[config.mk]
export PLATFORM = sky130hd
export DESIGN_NAME = seq_multiplier
export DESIGN_NICKNAME = d
export VERILOG_FILES = /design/src/rtl/mult_pkg.sv /design/src/rtl/seq_multiplier.sv
export SDC_FILE = /design/constraint.sdc
export NUM_CORES = 1
export LEC_CHECK = 0
export CAP_MARGIN = 20
export CORE_ASPECT_RATIO = 1.75
export CORE_MARGIN = 1.5
export CORE_UTILIZATION = 55
export DETAILED_ROUTE_END_ITERATION = 16
export DONT_BUFFER_PORTS = 1
export GPL_TIMING_DRIVEN = 0
export PLACE_DENSITY_LB_ADDON = 0.08
export SETUP_SLACK_MARGIN = 0.2
export SLEW_MARGIN = 10
export SYNTH_ARGS = -nofsm -noshare
export SYNTH_HDL_FRONTEND = slang
export SYNTH_SLANG_ARGS = --single-unit
[constraint.sdc]
create_clock -name clk -period 2 [get_ports clk]
set_input_delay 0.4 -clock clk [delete_from_list [all_inputs] [get_ports clk]]
set_output_delay 0.4 -clock clk [all_outputs]
set_load 0.01 [all_outputs]
[src/rtl/mult_pkg.sv]
// rtl/mult_pkg.sv - shared types and default widths for the shift-and-add multiplier
//
// Purpose : state encoding and default operand widths used by seq_multiplier.
// Contents: MCAND_W_DEF / MPLR_W_DEF default operand widths, CNT_W_DEF bit counter
//           width, state_t FSM encoding {IDLE, BUSY, DONE}.
package mult_pkg;

  localparam int MCAND_W_DEF = 4;
  localparam int MPLR_W_DEF  = 3;
  // Counter must reach MPLR_W itself (the extra write-back cycle), hence +1.
  localparam int CNT_W_DEF   = $clog2(MPLR_W_DEF + 1);

  typedef enum logic [1:0] {
    IDLE = 2'd0,
    BUSY = 2'd1,
    DONE = 2'd2
  } state_t;

endpackage

[src/rtl/seq_multiplier.sv]
// rtl/seq_multiplier.sv - sequential shift-and-add unsigned multiplier, one multiplier bit per clock
//
// Purpose : multiplies an unsigned MCAND_W-bit multiplicand by an unsigned MPLR_W-bit
//           multiplier, producing a PROD_W-bit product. Started by a level-sensitive
//           en; done/product are registered and product only changes on completion.
// Ports   : clk          rising-edge clock
//           rst_n        asynchronous active-low reset
//           multiplier   multiplier operand, sampled on the start edge
//           multiplicand multiplicand operand, sampled on the start edge
//           en           start request (honoured in IDLE and DONE, ignored in BUSY)
//           done         result valid, held high in DONE
//           product      last completed product
module seq_multiplier
  import mult_pkg::*;
#(
  parameter int MCAND_W = MCAND_W_DEF,
  parameter int MPLR_W  = MPLR_W_DEF
) (
  input  logic                       clk,
  input  logic                       rst_n,
  input  logic [MPLR_W-1:0]          multiplier,
  input  logic [MCAND_W-1:0]         multiplicand,
  input  logic                       en,
  output logic                       done,
  output logic [MCAND_W+MPLR_W-1:0]  product
);

  localparam int PROD_W = MCAND_W + MPLR_W;
  localparam int CNT_W  = $clog2(MPLR_W + 1);

  state_t             r_state;
  state_t             w_next_state;
  logic               w_start;
  logic               w_finish;

  logic [MCAND_W-1:0] r_mcand;
  logic [MPLR_W-1:0]  r_mplr;
  logic [PROD_W-1:0]  r_acc;
  logic [CNT_W-1:0]   r_count;
  logic [PROD_W-1:0]  r_product;
  logic               r_done;
  logic [PROD_W-1:0]  w_addend;

  // Multiplicand weighted by the position of the multiplier bit being consumed.
  assign w_addend = {{MPLR_W{1'b0}}, r_mcand} << r_count;

  always_ff @(posedge clk or negedge rst_n) begin
    if (!rst_n) begin
      r_state <= IDLE;
    end else begin
      r_state <= w_next_state;
    end
  end

  always_comb begin
    w_next_state = r_state;
    w_start      = 1'b0;
    w_finish     = 1'b0;
    case (r_state)
      IDLE: begin
        if (en) begin
          w_start      = 1'b1;
          w_next_state = BUSY;
        end
      end
      BUSY: begin
        // All MPLR_W bits have been accumulated; this edge publishes the result.
        if (r_count == CNT_W'(MPLR_W)) begin
          w_finish     = 1'b1;
          w_next_state = DONE;
        end
      end
      DONE: begin
        if (en) begin
          w_start      = 1'b1;
          w_next_state = BUSY;
        end
      end
      default: w_next_state = IDLE;
    endcase
  end

  always_ff @(posedge clk or negedge rst_n) begin
    if (!rst_n) begin
      r_mcand   <= '0;
      r_mplr    <= '0;
      r_acc     <= '0;
      r_count   <= '0;
      r_product <= '0;
      r_done    <= 1'b0;
    end else if (w_start) begin
      r_mcand <= multiplicand;
      r_mplr  <= multiplier;
      r_acc   <= '0;
      r_count <= '0;
      r_done  <= 1'b0;
    end else if (w_finish) begin
      r_product <= r_acc;
      r_done    <= 1'b1;
    end else if (r_state == BUSY) begin
      if (r_mplr[0]) begin
        r_acc <= r_acc + w_addend;
      end
      r_mplr  <= r_mplr >> 1;
      r_count <= r_count + 1'b1;
    end
  end

  assign done    = r_done;
  assign product = r_product;

endmodule

# Word-level counts from Yosys, hierarchy flattened
# Index checks and enable logic that the tools add are counted.
[classes] addsub=2 n_mul=0 n_div=0 magnitude_cmp=0 n_eq_ne=6 shift=1 mux=19 bitwise_logic=1 reduce_logical=9
[op_table] op="$mux 7" count=4
[op_table] op="$mux 2" count=5
[op_table] op="$mux 3" count=3
[op_table] op="$add 7x7->7" count=1
[op_table] op="$shl 4x2->7" count=1
[op_table] op="$mux 1" count=6
[op_table] op="$reduce_and 2->1" count=3
[op_table] op="$reduce_bool 2->1" count=3
[op_table] op="$eq 2x2->1 const B" count=2
[op_table] op="$ne 2x2->1 const B" count=2
[op_table] op="$pmux 2 s2" count=1
[op_table] op="$reduce_and 3->1" count=1
[op_table] op="$add 2x1->2 const B" count=1
[op_table] op="$eq 2x1->1 const B" count=1
[op_table] op="$logic_not 2->1" count=1
[op_table] op="$ne 2x1->1 const B" count=1
[op_table] op="$reduce_or 2->1" count=1
[op_table] op="$not 1->1" count=1
[word_totals] ff_bits=26 latch_bits=0 ramBits=0 romBits=0 in_bits=10 elab_cells=45 mem_count=0

# Depth between registers and ports, before layout
# Gate-level depths: netlist of the first run.
[logic_depth] word_depth=6 depth_mapped=10 mapped_depth_nobuf=9

# Worst setup path before layout of the first run
# Ideal clock, no wire load.
[synth_timing] path_type="register to register" startpoint="register r_count[1]" endpoint="register r_acc[6]" setup_time_ps=79 t_arrival_ps=2077 path_slack_ps=-156 stages_incl_launch_ff=11 n_path_buf=1 cell_sequence="dfrtp_1 clkbuf_1 mux2_2 nor2_1 a21oi_1 ha_1 o211ai_1 a21oi_1 o21ai_0 nor3b_2 mux2i_1"
[synth_between] elab_chain_cells=6
[synth_rtl] item="start: declaration" line_no="seq_multiplier.sv:39" text="logic [CNT_W-1:0] r_count;"
[synth_rtl] item="start signal: assignment" line_no="seq_multiplier.sv:105" text="r_count <= r_count + 1'b1;"
[synth_rtl] item="$shl 4x2->7" line_no="seq_multiplier.sv:45" text="assign w_addend = {{MPLR_W{1'b0}}, r_mcand} << r_count;"
[synth_rtl] item="$add 7x7->7" line_no="seq_multiplier.sv:102" text="r_acc <= r_acc + w_addend;"
[synth_rtl] item="$mux 7" line_no="seq_multiplier.sv:101" text="if (r_mplr[0]) begin"
[synth_rtl] item="$mux 7" line_no="seq_multiplier.sv:100" text="end else if (r_state == BUSY) begin"
[synth_rtl] item="$mux 7" line_no="seq_multiplier.sv:97" text="end else if (w_finish) begin"
[synth_rtl] item="$mux 7" line_no="seq_multiplier.sv:91" text="end else if (w_start) begin"
[synth_rtl] item="end signal: assignment" line_no="seq_multiplier.sv:102"
[synth_rtl] item="end: declaration" line_no="seq_multiplier.sv:38" text="logic [PROD_W-1:0] r_acc;"
# Parallel ways exist; a longest one is shown, timed or not. The select of a mux whose other input is x is not followed.
# A chain may end at the register's enable or synchronous reset.

# Final worst setup path of the first run
# Ends and elaborated chain as after synthesis.

==> impl_results.md, run 1 <==
* Drt first pass iters at 4
* Synth top area share at 46.93%
* Clock transition at path regs at ~0.090 ns
* Grt ovf at 0
* Gr busiest metal: met2
* Tot Pwr at 2.848 mW
* Hold Path Class: in -> reg
* Synth Flop Type: dfrtp_1
* Io pins at 18
* Rows at 23
* R2R depth at 10
* Worst hold start: multiplicand[2]
* H-tree depth at 1
* Post-route setup slack at -0.2494 ns
* First-pass GRT wire length at 4.105 mm
* Cell Area, Synth at 1386 um2
* CP Class: reg -> reg
* Syn Area/Cell at 10.05 um2
* CTS Root Buffer Type: clkbuf_8
* Failing checks: setup timing
* Synth area leaders: dfrtp_1, nand2_1, ha_1, mux2_2, mux2i_1
* #FFs+latches synth at 26
* Required @ worst endpoint at roughly 2.2 ns
* Syn Inst Count at 138
* DRC viols at 0
* Synth cell types at 31
* Initial Util at 59.47%
* Number of fill cells at 157
* Die Wd at 40.95 um
* # Max-Cap Violations at 0
* Final worst-path cycle share at 112.5%
* Max Slew Vio Count at 0
* WHS at 0.2238 ns
* Reg area at between 600 and 700 um2
* Power per cell area at 1658 nW/um2
* Post-Route Utilization at 73.70%
* Worst r2r src: r_count[1]
* Met3 usage at a little under 2%
* HPWL Detailed at 1.883 mm
* Peak VDD IR at 954.5 uV
* Yosys synthesis warning count at 0
* RSZ-0062 raised after global routing: true
* Total instance count after detailed placement at 163
* Share of cells above drive strength 1 at 28.30%
* Vias in the first global route at 1004
* Die area at 2843 um2
* Final nets at 178
* Met1 usage at 20.89%
* WHS Endpoint: r_mcand[2]
* Core area at 2331 um2
* Finish-stage setup viols at 3
* Worst-Margin Slew at roughly 0.49 ns
* Met2 usage at 37.85%
* DIE HEIGHT at 69.42 um
* GRT Total Usage at 20.93%
* Worst R2R Setup Slack at -0.25 ns
* Minimum clock period at 2.249 ns
* Pin count of the biggest net entering global routing at 27
* Cell taking the most area after synthesis: dfrtp_1
* Vias per cell at ~5.6
* Skew-Pair Late Insertion Delay at roughly 0.28 ns
* Clk buf depth at 2
* Most frequent cells after synthesis: dfrtp_1, nand2_1, o21ai_0
* CTS tree: done
* DR iter-0 viols at 25
* Normalized max-slew margin at 67.59%
* RePlAce Congestion at 0.7971
* TritonCTS Buffers at 3
* Max frequency at 444.6 MHz
* Final Hold Vio Count at 0
* Antenna violations before repair at 0
* Vias at 1037
* Antenna cells at 0
* Mapped Nets at 156
* Startpoint types: flop
* Post-Layout Cell Count at 184
* Seq/Total Area, Yosys at 46.93%
* Clock Sink Count at 26
* WL/cell at 14.62 um
* Clock skew at 0.001246 ns
* Buffers added on ports at 0
* CP Max Fanout at 8
* Cell depth of the worst hold path at 2
* CP Capture Type: flop
* Number of synthesized flops with an enable pin at 0
* Multi-input logic area at 758.2 um2
* Layout Area Growth over Synthesis at 23.92%
* Antenna Nets Post-Route at 0
* Arr. time, crit path at 2.46 ns
* Synth async-reset ratio at 100.0%
* Status: complete, but fails checks
* DRT Wirelength at 2.690 mm
* Crit Reg-Reg Endpoint: r_acc[6]
* Cell leakage power at 0.8362 nW
==> placed cells by master (no fill, tap or decap), types with 2 or more instances in the layout <==
master,n
nor2b_1,2
ha_1,6
o21ai_0,7
nand3_1,7
a21oi_1,4
nand3b_1,2
clkbuf_1,2
nor3b_4,3
nand2_1,26
xor2_1,2
clkbuf_8,3
mux2_2,6
mux2i_1,6
o21ai_1,5
xnor2_1,2
dfrtp_1,26
buf_6,2
nor2_1,5
buf_4,15
inv_1,5
==> cell type report <==
class	count	share of cell area [%]
Buffer	5	2.622
Tap cell	25	1.821
Clock inverter	1	1.748
Timing Repair Buffer	17	8.303
Multi-Input combinational cell	102	44.14
Clock buffer	3	2.403
Sequential cell	26	37.87
Inverter	5	1.092
==> how the worst max path moves through the flow <==
stage               startpoint  cells past startpoint       end
floorplan           r_count[1]                     10  r_acc[6]
detailed placement  r_count[0]                     10  r_acc[6]
global route        r_count[1]                     10  r_acc[6]
CTS                 r_count[0]                     10  r_acc[6]
global placement    r_count[0]                     10  r_acc[6]
finish              r_count[1]                     10  r_acc[6]
==> kinds of logic (layout without fill, tap and decap cells) <==
logic type	after synthesis	after routing	synth area share, %
AOI/OAI and AO/OA	23	23	9.206
xor gates and xnor gates	4	4	2.528
adders and majority gates	8	8	7.762
buffers and inverters	10	31	3.339
DFF	26	26	46.93
muxes	14	14	10.74
and+or+nand+nor	53	53	19.49
==> power breakdown <==
| group | total [mW] | switching (mW) | internal (mW) | leakage (nW) |
|---|---|---|---|---|
| clock | 0.438 | 0.170 | 0.268 | 0.0357 |
| combinational | 1.50 | 0.714 | 0.785 | 0.461 |
| sequential | 0.911 | 0.185 | 0.726 | 0.339 |
| total | 2.85 | 1.07 | 1.78 | 0.836 |
==> state kept, by name, summed over array words and instances, names as in the netlist <==
| name | count |
|---|---|
| done | 1 |
| product | 7 |
| r_acc | 7 |
| r_count | 2 |
| r_mcand | 4 |
| r_mplr | 3 |
| r_state | 2 |
==> metrics by stage <==
step	setup TNS (ns)	area (um2)	worst slack (ns)
3_3_place_gp	-0.2838	1463	-0.2383
6_report	-0.5398	1718	-0.2494
4_1_cts	-0.5956	1625	-0.2606
2_1_floorplan	-0.05071	1431	-0.05071
5_1_grt	-0.8926	1718	-0.3462
3_5_place_dp	-0.4891	1463	-0.3048
==> per-layer routing <==
| layer | vias up | wire, um |
|---|---|---|
| met4 | 0 | 61 |
| li1 | 513 | - |
| met1 | 500 | 1056 |
| met2 | 19 | 1504 |
| met5 | - | 0 |
| met3 | 5 | 67 |
==> worst max-delay path, stage by stage (launching register included) <==
cell and delay, ns:
dfrtp_1 0.41, buf_8 0.14, mux2_4 0.29, nor2_1 0.09, a21oi_1 0.05, ha_1 0.30, o211ai_1 0.26, a21oi_4 0.06
o21ai_2 0.12, nor3b_4 0.24, mux2i_1 0.21
==> repair_timing <==
item                                    CTS  global route
endpoints found under the setup margin    4             8
pin swaps                                 7            10
cloned                                    0             0
endpoints found under the hold margin    26             0
hold buffers                              2             0
buffers inserted                          5            10
gates resized for setup                   8             5
No activity file was read; power rests on OpenSTA's default activity.
==> run 2, diff against run 1 <==
CORE_MARGIN = 5   (was 1.5)
==> run 2 against run 1 <==
- clock power is 2% higher
- clock skew rose by 0.0024 ns
- register-to-register slack worse by 0.09 ns
- the flow still finishes with violations (setup timing)
- final cell count unchanged
- fmax decreased by 3.9%
- highest routed layer unchanged
- non-clock buffer count decreased by 1
- sequential share of layout area down 0.84 points
- die area rose by 29%
- worst hold slack got worse by 0.0037 ns
- first-iteration DRC count rose by 20%
- core utilization is 2.4 points lower
- combinational power increased by 11%
==> impl_results.md, run 2 (synthesis gave the netlist of run 1 again) <==
* Reg area at 650.6 um2
* First-pass GRT wire length at ~4.8 mm
* Antenna cells at 0
* Cell leakage power at approximately 0.85 nW
* Buffers added on ports at 0
* Startpoint types: flop
* Status: complete, but fails checks
* Clock Sink Count at 26
* DRC viols at 0
* TritonCTS Buffers at 3
* Power per cell area at 1724 nW/um2
* Grt ovf at 0
* Arr. time, crit path at 2.51 ns
* Clk buf depth at 2
* CTS tree: done
* CP max stage delay at 0.42 ns
* Vias per cell at between 5 and 6
* Total instance count after detailed placement at 164
* Final worst-path cycle share at 117.0%
* Post-route setup slack at -0.3399 ns
* CP Class: reg -> reg
* Finish-stage setup viols at 3
* Initial Util at 56.30%
* Core area at 2462 um2
* CTS Root Buffer Type: clkbuf_8
* Drt first pass iters at 4
* Multi-input logic area at ~800 um2
* CP cell instances: buf_8, mux2_4, nor2_4, a21oi_2, ha_1, buf_4, buf_6, a21oi_2, o21ai_2, a21oi_2, xor2_1, o21ai_1
* Rows at 24
* WL/cell at 16.70 um
* Number of fill cells at 194
* Normalized max-slew margin at 65.75%
* HPWL Detailed at 1.860 mm
* Most used cell, CP: a21oi_2
* Vias at 1064
* Minimum clock period at 2.340 ns
* Post-Layout Cell Count at 184
* Antenna violations before repair at 0
* Hold Path Class: in -> reg
* Antenna Nets Post-Route at 0
* Setup TNS Final at -0.9066 ns
* DIE HEIGHT at ~76 um
* Pin count of the biggest net entering global routing at 27
* Crit path buf inv count at 3
* Worst-Margin Slew at 0.5137 ns
* Die area at 3664 um2
* RSZ-0062 raised after global routing: true
* DR iter-0 viols at 30
* CP Capture Type: flop
* Most frequent cells in the layout: nand2_1, dfrtp_1, buf_4
* Max frequency at 427.4 MHz
* GRT Total Usage at between 10% and 20%
* Die Wd at 47.95 um
* DRT Wirelength at 3.072 mm
* CP Max Fanout at 5
* Failing checks: setup timing
* Share of cells above drive strength 1 at roughly a third
* Vias in the first global route at 1115
* # Max-Cap Violations at 0
* Final Hold Vio Count at 0
* Clock skew at 0.003599 ns
* Skew-Pair Late Insertion Delay at 0.28 ns
* Io pins at 18
* Slowest CP cell: dfrtp_1
* Peak VDD IR at 1026 uV
* Clock transition at path regs at 0.09 ns
* H-tree depth at 1
* Required @ worst endpoint at around 2.2 ns
* Critical path's top delay family: compound AO/OA/AOI/OAI gates
* Max Slew Vio Count at 0
* Layout Area Growth over Synthesis at 26.71%
* RePlAce Congestion at 0.7891
* Final nets at about 180
run 2: cell types whose count changed in the layout (fill, tap and decap cells not counted), sizes merged:
cell,delta
buf,-1
run 2: what timing repair did:
item	4_1_cts	5_1_grt
hold endpoints to repair	26	0
hold buffers	2	0
pin swaps	10	10
setup endpoints to repair	4	8
gates resized for setup	5	21
buffers inserted	6	8
run 2: path summary, 6_finish.rpt:
check	from	to	slack (ns)	cells after the start
worst min-delay path	multiplicand[1]	r_mcand[1]	0.22	2
worst max-delay path	r_count[1]	r_acc[5]	-0.34	12
min in group asynchronous	rst_n	product[6]	0.54	2
max in group asynchronous	rst_n	r_acc[4]	1.31	2
worst max register to register	r_count[1]	r_acc[5]	-0.34	12
worst min register to register	r_acc[6]	r_acc[6]	0.50	1
run 2: layout make-up:
| cell class | instances | share of cell area (%) |
|---|---|---|
| multi-input cells | 102 | 45.30 |
| flip-flops and latches | 26 | 37.04 |
| repair buffers | 16 | 8.120 |
| plain buffers | 5 | 2.564 |
| clock buffers | 3 | 2.350 |
| well taps | 26 | 1.852 |
| clock inverters | 1 | 1.709 |
| inverters | 5 | 1.068 |
run 2: through the flow:
step / hold WS [ns] / util, % / setup WS, ns / area, um2 / power, mW
2_1_floorplan: 0.1044 / - / -0.05071 / 1431 / 1.826
4_1_cts: 0.2281 / 65.96 / -0.2837 / 1624 / 2.619
3_5_place_dp: 0.1050 / 59.45 / -0.3175 / 1464 / 2.035
5_1_grt: 0.2330 / 71.34 / -0.4175 / 1757 / 3.241
3_3_place_gp: 0.1050 / 59.45 / -0.2642 / 1464 / 1.990
6_report: 0.2201 / 71.34 / -0.3399 / 1757 / 3.029
run 2: layer usage:
metal | up-vias | wire [um] | GRT usage, %
met5 | - | 0 | 0
met4 | 0 | 89 | 11.05
met3 | 7 | 93 | 2.364
met2 | 30 | 1666 | 27.72
met1 | 515 | 1222 | 20.68
li1 | 512 | - | -
run 2: power by group:
| part | switching [mW] | total [mW] | leakage (nW) | internal (mW) |
|---|---|---|---|---|
| sequential | 0.191 | 0.916 | 0.339 | 0.725 |
| combinational | 0.805 | 1.67 | 0.475 | 0.861 |
| clock | 0.179 | 0.447 | 0.0357 | 0.268 |
run 2: worst reg2reg max path, delay by kind of cell (launching register included):
kind | cells | cell delay (ns)
AO/OA/AOI/OAI | 5 | 0.54
XOR/XNOR | 1 | 0.15
adder cells (fa/ha/maj) | 1 | 0.31
buffers and inverters | 3 | 0.41
flip-flops | 1 | 0.42
multiplexers | 1 | 0.31
AND/OR/NAND/NOR | 1 | 0.09
==> run 3, diff against run 2 <==
CORE_UTILIZATION = 48   (was 55)
DONT_BUFFER_PORTS = unset   (was 1)
==> run 3 against run 2 <==
- the flow still finishes with violations (setup timing)
- non-clock buffer count increased by 16
- register-to-register slack improved by 0.04 ns
- first-iteration DRC count decreased by 73%
- highest routed layer unchanged
- largest power group unchanged
- clock skew decreased by 0.0025 ns
- wire length decreased by 2.8%
- clock power decreased by 23%
- combinational power increased by 7%
- critical path depth decreased by 2
- clock-buffer cell count increased by 1
- flip-flop and latch count unchanged
==> impl_results.md, run 3 (synthesis gave the netlist of run 1 again) <==
* Grt ovf at 0
* CTS tree: done
* Worst R2R Setup Slack at -0.30 ns
* RePlAce Congestion at 0.8514
* Io pins at 18
* Core area at around 2800 um2
* Hold Path Class: in -> async
* Cell leakage power at 0.8944 nW
* DIE HEIGHT at 81.10 um
* Vias in the first global route at 1100
* Power per cell area at 1590 nW/um2
* Final Hold Vio Count at 0
* WL/cell at around 15 um
* Skew-Pair Late Insertion Delay at around 0.27 ns
* Slowest CP cell: dfrtp_1
* Minimum clock period at around 2.3 ns
* Share of cells above drive strength 1 at between 20 and 30%
* Antenna cells at 0
* Clock power share at 11.4%
* CP Capture Type: flop
* DRT Wirelength at 2.985 mm
* GRT Total Usage at 15.29%
* CP cell instances: buf_8, mux2_4, nor2_4, a21oi_2, ha_1, o211ai_1, a21oi_4, nor3_1, nor3b_4, mux2i_1
* TritonCTS Buffers at 3
* Antenna violations before repair at 0
* Final worst-path cycle share at 114.9%
* Switching share of power at 38.03%
* R2R depth at 10
* Crit Reg-Reg Endpoint: r_acc[6]
* Failing checks: setup timing
* Rows at 25
* Vias at 1117
* Arr. time, crit path at between 2 and 2.5 ns
* CP max stage delay at between 0.4 and 0.5 ns
* CP Class: reg -> reg
* Design area at 1903 um2
* Internal at ~1.9 mW
* Most frequent cells in the layout: nand2_1, dfrtp_1, clkdlybuf4s50_1
* Hold_buf cts at 0
* Die Wd at between 50 and 60 um
* Area post-placement at between 1500 and 2000 um2
* H-tree depth at 1
* Layout Area Growth over Synthesis at 37.27%
* Clock Sink Count at 26
* Clock skew at 0.001074 ns
* Seq pwr share at 29.4%
* Peak VDD IR at approximately 870 uV
* Post-route setup slack at -0.2989 ns
* CP Max Fanout at 7
* Drt first pass iters at 4
* # Max-Cap Violations at 0
* Required @ worst endpoint at 2.16 ns
* RSZ-0062 raised after global routing: true
* Status: complete, but fails checks
* Vias per cell at between 5 and 6
* Final nets at 193
* Finish-stage setup viols at 3
* Antenna Nets Post-Route at 0
* HPWL Detailed at 2.218 mm
* DRC viols at 0
* Crit path launch: r_count[1]
* Worst r2r src: r_count[1]
* Clock transition at path regs at 0.09 ns
* Normalized max-slew margin at 67.47%
* Initial Util at around 50%
* Startpoint types: flop
* Post-Place Worst Slack at -0.3064 ns
* Max frequency at between 400 and 500 MHz
* Buffers added on ports at 17
* Die area at between 4000 and 5000 um2
* First-pass GRT wire length at 4.788 mm
* Comb pwr share at 59.2%
* DR iter-0 viols at 8
* Clk buf depth at 2
* Switch Pwr at 1.151 mW
* Post-Route Utilization at between 60 and 70%
* Pin count of the biggest net entering global routing at 20
* Max Slew Vio Count at 0
* CTS Root Buffer Type: clkbuf_8
* Worst-Margin Slew at 0.4880 ns
run 3: cell type report:
cell class,count,area (um2)
timing repair buffer,32,301.5
multi-input combinational,102,798.3
clock buffer,4,55.05
inverter,5,18.77
sequential,26,650.6
buffer,5,45.04
fill,230,849.6
tap,27,33.78
run 3: layer usage:
| layer | up-vias | routed length (um) | track usage [%] |
|---|---|---|---|
| li1 | 543 | - | - |
| met1 | 540 | 1017 | 15.42 |
| met2 | 27 | 1747 | 27.86 |
| met3 | 7 | 137 | 2.385 |
| met4 | 0 | 82 | 9.974 |
| met5 | - | 0 | 0 |
run 3: how the worst max path moves through the flow:
stage / endpoint / cells after the start
finish: r_acc[6] / 10
global route: r_acc[6] / 10
CTS: r_acc[6] / 10
detailed placement: r_acc[6] / 10
global placement: r_acc[6] / 10
floorplan: r_acc[6] / 10
run 3: power groups by stage:
stage / Combinational (mW) / Sequential [mW] / Clock, mW
global placement: 1.23 / 0.876 / 0
floorplan: 0.949 / 0.877 / 0
finish: 1.79 / 0.890 / 0.344
global route: 1.97 / 0.922 / 0.376
CTS: 1.52 / 0.881 / 0.356
detailed placement: 1.29 / 0.895 / 0
run 3: critical path, delay by kind of cell (launching register included):
kind | cells | cell delay, ns
buf+inv | 1 | 0.15
flops | 1 | 0.42
mux | 2 | 0.43
simple gates | 3 | 0.53
fa+ha+maj | 1 | 0.30
compound gates | 3 | 0.36
run 3: stage by stage:
step                hold WS (ns)  power (mW)   TNS, ns  instances
floorplan                 0.1044       1.826  -0.05071        138
global placement          0.4582       2.107   -0.3555        182
detailed placement        0.4673       2.188   -0.5172        183
CTS                       0.4119       2.760   -0.5623        194
global route              0.4354       3.264   -0.9119        201
finish                    0.4059       3.026   -0.5240        201
run 3: repair_timing:
item	CTS	global route
setup endpoints to repair	4	7
pin swaps	13	10
setup buffers	7	7
gates cloned	0	0
gates resized for setup	10	15
